--- config.mk ---
export PLATFORM = sky130hd
export DESIGN_NAME = ctr_wait_monitor
export DESIGN_NICKNAME = d
export VERILOG_FILES = /design/src/rtl/ctr_wait_monitor.sv
export SDC_FILE = /design/constraint.sdc
export NUM_CORES = 1
export LEC_CHECK = 0
export BUFFER_PORTS_ARGS = -buffer_cell sky130_fd_sc_hd__buf_2
export CAP_MARGIN = 20
export CORE_UTILIZATION = 30
export DETAILED_ROUTE_END_ITERATION = 16
export PLACE_DENSITY = 0.54
export SLEW_MARGIN = 25
export SYNTH_ARGS = -nofsm -noshare
export SYNTH_HDL_FRONTEND = slang
export SYNTH_SLANG_ARGS = --single-unit
--- constraint.sdc ---
create_clock -name clk -period 2.2 [get_ports clk]
set_clock_uncertainty 0.1 [all_clocks]
set_input_delay 0.22 -clock clk [delete_from_list [all_inputs] [get_ports clk]]
set_output_delay 0.22 -clock clk [all_outputs]
set_load 0.01 [all_outputs]
--- src/rtl/ctr_wait_monitor.sv ---
// Two-stage level-sensitive wait checker: waits for a non-zero counter, then for a target match,
// timestamping both hits. Optional abort after TIMEOUT wait cycles when CTR_WAIT_TIMEOUT_EN is defined.
module ctr_wait_monitor #(
  parameter int CTR_W   = 4,
  parameter int TS_W    = 16,
  parameter int TIMEOUT = 255
) (
  input  logic             clk,
  input  logic             rst,
  input  logic             start,
  input  logic [CTR_W-1:0] target,
  input  logic [CTR_W-1:0] ctr,
  output logic             busy,
  output logic             hit_nz,
  output logic             hit_tgt,
  output logic [TS_W-1:0]  ts_nz,
  output logic [TS_W-1:0]  ts_tgt,
  output logic             done,
  output logic             timeout
);

  typedef enum logic [1:0] {
    IDLE,
    WAIT_NZ,
    WAIT_TGT,
    DONE
  } state_e;

  state_e             state_q;
  logic [CTR_W-1:0]   target_q;
  logic [TS_W-1:0]    tcount_q;
  logic [TS_W-1:0]    tcount_d;
  logic [TS_W-1:0]    ts_nz_q;
  logic [TS_W-1:0]    ts_tgt_q;
  logic               busy_q;
  logic               hit_nz_q;
  logic               hit_tgt_q;
  logic               done_q;
  logic               timeout_q;
  logic               nz_met;
  logic               tgt_met;

`ifdef CTR_WAIT_TIMEOUT_EN
  localparam logic [TS_W-1:0] TCOUNT_LAST = TS_W'(TIMEOUT - 1);
  logic               tmo_now;
  assign tmo_now = (tcount_q == TCOUNT_LAST);
`endif

  // The wait-cycle counter sticks at all-ones so a long wait never reports a small timestamp.
  assign tcount_d = (tcount_q == '1) ? tcount_q : tcount_q + TS_W'(1);
  assign nz_met   = (ctr != '0);
  assign tgt_met  = (ctr == target_q);

  always_ff @(posedge clk) begin
    if (rst) begin
      state_q   <= IDLE;
      target_q  <= '0;
      tcount_q  <= '0;
      ts_nz_q   <= '0;
      ts_tgt_q  <= '0;
      busy_q    <= 1'b0;
      hit_nz_q  <= 1'b0;
      hit_tgt_q <= 1'b0;
      done_q    <= 1'b0;
      timeout_q <= 1'b0;
    end else begin
      hit_nz_q  <= 1'b0;
      hit_tgt_q <= 1'b0;
      case (state_q)
        IDLE, DONE: begin
          if (start) begin
            state_q   <= WAIT_NZ;
            target_q  <= target;
            tcount_q  <= '0;
            ts_nz_q   <= '0;
            ts_tgt_q  <= '0;
            busy_q    <= 1'b1;
            done_q    <= 1'b0;
            timeout_q <= 1'b0;
          end
        end
        WAIT_NZ: begin
          tcount_q <= tcount_d;
          if (nz_met) begin
            ts_nz_q  <= tcount_q;
            hit_nz_q <= 1'b1;
            // Stage 2 is evaluated on the same edge, so an already-matching counter finishes at once.
            if (tgt_met) begin
              ts_tgt_q  <= tcount_q;
              hit_tgt_q <= 1'b1;
              state_q   <= DONE;
              busy_q    <= 1'b0;
              done_q    <= 1'b1;
            end else begin
              state_q <= WAIT_TGT;
            end
          end
`ifdef CTR_WAIT_TIMEOUT_EN
          else if (tmo_now) begin
            state_q   <= DONE;
            busy_q    <= 1'b0;
            done_q    <= 1'b1;
            timeout_q <= 1'b1;
          end
`endif
        end
        WAIT_TGT: begin
          tcount_q <= tcount_d;
          if (tgt_met) begin
            ts_tgt_q  <= tcount_q;
            hit_tgt_q <= 1'b1;
            state_q   <= DONE;
            busy_q    <= 1'b0;
            done_q    <= 1'b1;
          end
`ifdef CTR_WAIT_TIMEOUT_EN
          else if (tmo_now) begin
            state_q   <= DONE;
            busy_q    <= 1'b0;
            done_q    <= 1'b1;
            timeout_q <= 1'b1;
          end
`endif
        end
        default: begin
          state_q <= IDLE;
          busy_q  <= 1'b0;
        end
      endcase
    end
  end

  assign busy    = busy_q;
  assign hit_nz  = hit_nz_q;
  assign hit_tgt = hit_tgt_q;
  assign ts_nz   = ts_nz_q;
  assign ts_tgt  = ts_tgt_q;
  assign done    = done_q;
  assign timeout = timeout_q;

endmodule

==> metrics.txt <==
Post-Place Cells approximately 470; Yosys reg bits 58; vias in the first global route approximately 2500; share of layout cells above drive strength 1 between 20% and 30%; critical path type flip-flop to flip-flop; port buffer count 46; Die H between 90 and 100 µm; Routed Antenna Nets 0; crit path to tcount_q[12]; RSZ-0062 raised after global routing no; initial antenna violation count 0; XOR/XNOR Fraction of Synth Area ~2.5%; FP Rows 35; CTS Root Buffer Type clkbuf_8; GR Overflow Total 0; worst-margin pin slew about 0.81 ns; post-route minimum period between 2 and 2.5 ns; max_cap viols 0; asr flop ratio synth 0%; DP Wirelength 5490 µm; cell taking the most area after synthesis dfxtp_1; status completed; area of the core slightly above 9000 µm²; GRT Total Usage 16.7%; filler cell count in the final layout 972; Synth Cell Area ~2800 µm²; Setup-failing EPs final 0; achievable frequency around 480 MHz; P per Cell Area approximately 1000 nW/µm²; Post-synth EDFFs 0; mux share of post-synthesis cell area ~1.4%; Startpoint Class flip-flop; Critical Path Source state_q[0]; H-tree depth 3; largest net degree at the start of global routing 24; Worst Path Max Fanout 20; worst r2r src state_q[0]; total CTS buffers 9; critical path required time roughly 2.4 ns; I/O pins 48; die area ~10000 µm²; main combinational cell family by area after synthesis simple AND/OR/NAND/NOR gates; Crit path arrival time approximately 2.3 ns; Via density approximately 5.6; vias between 2000 and 3000; Initial Utilization 30.8%; synth-to-layout area growth 23.5%; CTS Sinks 58; Synth Area in Compound Gates between 10% and 20%; Pleak ~1.4 nW; largest cells by area after synthesis dfxtp_1 41%, nand3_1 5.6%, a22o_1 4.9%, nor3b_1 4.5%, nand3b_1 4.0%; DRC 0; First-pass DRT Iterations 5; Fin. Hold Viols 0; wire per inst 16.2 µm; DIE WIDTH ~99 µm; Syn. warnings 0; gp weighted congestion approximately 0.90; TNS Setup 0 ns; # diodes 0; TritonCTS clock tree built; cells after synthesis 322; Syn Nets approximately 340; top cell type's share of synthesized area 40.9%; WL final between 7000 and 8000 µm; CTS clock-pin slew for the worst setup and hold paths 0.07 ns; maximum vdd drop between 0.3 and 0.4 mV; HP Class input pin to flip-flop; first-pass GRT wire length 12900 µm; top_reg_cell synth dfxtp_1; adder-cell share of the synthesized area 1.32%; Avg Cell Area, Syn 8.81 µm²; Non-Filler Instances a little under 500; library cells used by synthesis 55; final net count approximately 390; Clk Latency, worst-skew pair roughly 0.35 ns; simple-gate share of the synthesized area between 20 and 30%; worst r2r path cells 7; crit path capture type flip-flop; r2r setup slk between 0.1 and 0.15 ns; buffer depth of the longest clock path 2; r2r endpoint tcount_q[12]; initial detailed-routing violation count between 200 and 250; fin crit share between 90% and 100%; Seq/Total Area, Yosys between 40 and 50%; relative max-transition margin around 46%; cts hold-fix bufs 0; Slew Limit Fails 0; hold_ws about 0.011 ns
==> flip-flops by register name, summed over array words and instances, names as in the netlist, 2 cells and up <==
name / flops
tcount_q: 16
target_q: 4
state_q: 2
ts_nz: 16
ts_tgt: 16
==> report_power, final <==
part	switching, W	total (W)	internal, W
Clock	0.000445	0.00126	0.000810
Combinational	0.000750	0.00113	0.000384
Sequential	0.0000344	0.00114	0.00111
Total	0.00123	0.00353	0.00230
==> cells in the final DEF, fill, tap and decap left out, types with 3 or more instances in the layout <==
master / synthesis / layout
a21oi_1: 16 / 16
a22o_1: 16 / 16
a31oi_1: 5 / 5
buf_2: 8 / 46
buf_4: 4 / 24
bufinv_16: 0 / 3
clkbuf_8: 0 / 11
dfxtp_1: 58 / 58
ha_1: 3 / 3
inv_1: 7 / 7
mux2i_1: 4 / 4
nand2_1: 20 / 20
nand2b_1: 5 / 5
nand3_1: 32 / 32
nand3b_1: 15 / 15
nand4_1: 7 / 7
nor2_1: 5 / 5
nor2b_1: 3 / 3
nor3_1: 7 / 6
nor3b_1: 17 / 17
o21ai_0: 16 / 16
o32ai_1: 3 / 3
xnor2_1: 8 / 8
==> metal layers <==
| layer | vias up | wire length [µm] | global-route usage (%) |
|---|---|---|---|
| li1 | 1288 | - | - |
| met2 | 89 | 3420 | 24.9 |
| met5 | - | 0 | 0 |
| met3 | 18 | 457 | 3.30 |
| met4 | 0 | 151 | 7.24 |
| met1 | 1314 | 3880 | 23.2 |
==> what timing repair did <==
item                       4_1_cts  5_1_grt
buffers inserted                 0        0
setup endpoints to repair        0        3
resized for setup                0        1
==> worst min-delay path by stage <==
stage	startpoint	depth (start not counted)	slack [ns]	to
final	target[0]	3	0.01	target_q[0]
after floorplan	target[0]	2	0.26	target_q[0]
after global placement	ts_nz[0]	1	0.36	ts_nz[0]
after CTS	target[0]	3	0.009	target_q[0]
after detailed placement	ts_nz[10]	1	0.36	ts_nz[10]
after global routing	target[1]	3	0.02	target_q[1]
==> worst max-delay path: stages (launching register included) <==
cell and delay [ns]:
dfxtp_1 0.33, inv_1 0.07, ha_1 0.30, buf_4 0.21, and4b_1 0.28, or4b_1 0.45
a21oi_1 0.16, o31a_1 0.14
==> logic make-up after synthesis <==
family / after synthesis
simple gates: 132
compound gates: 77
flops: 58
buf+inv: 39
xor+xnor: 8
mux: 4
fa+ha+maj: 3
other cells: 1
==> cells in the mapped netlist, types with 2 or more instances <==
library cell  instances
a21oi_1              16
nor2b_1               3
nand2_1              20
buf_2                 8
clkbuf_1             16
nor3b_1              17
clkbuf_2              2
nor2_1                5
mux2i_1               4
and4_1                2
nand3_1              32
nor3_1                7
buf_4                 4
nand2b_1              5
nand4_1               7
xnor2_1               8
a31oi_1               5
o2bb2ai_1             2
and3_1                2
a21oi_2               3
a311oi_1              2
and2_1                2
buf_1                 2
dfxtp_1              58
or4_1                 2
o32ai_1               3
nor4_4                2
nand3b_1             15
a211oi_1              2
nand3_2               2
nor4_1                2
inv_1                 7
ha_1                  3
o21ai_0              16
a22o_1               16
==> stage by stage <==
step	util (%)	instance area (µm²)	setup WS [ns]	power, W
after CTS	38.0	3490	0.113	0.00353
after global placement	35.3	3240	0.209	0.00226
after detailed placement	35.3	3240	0.157	0.00228
after floorplan	-	2840	0.256	0.00192
final	38.1	3500	0.108	0.00353
after global routing	38.1	3500	0.00995	0.00372
==> final cells by class <==
type                            instances  area (µm²)  share of cell area (%)
Clock buffer                           11         151                    4.32
Multi-Input combinational cell        225        1510                    43.2
Tap cell                              111         139                    3.97
Inverter                                7        26.3                   0.750
Clock inverter                          5         100                    2.86
Timing Repair Buffer                   70         410                    11.7
Sequential cell                        58        1160                    33.2
(Power assumes the default switching activity.)
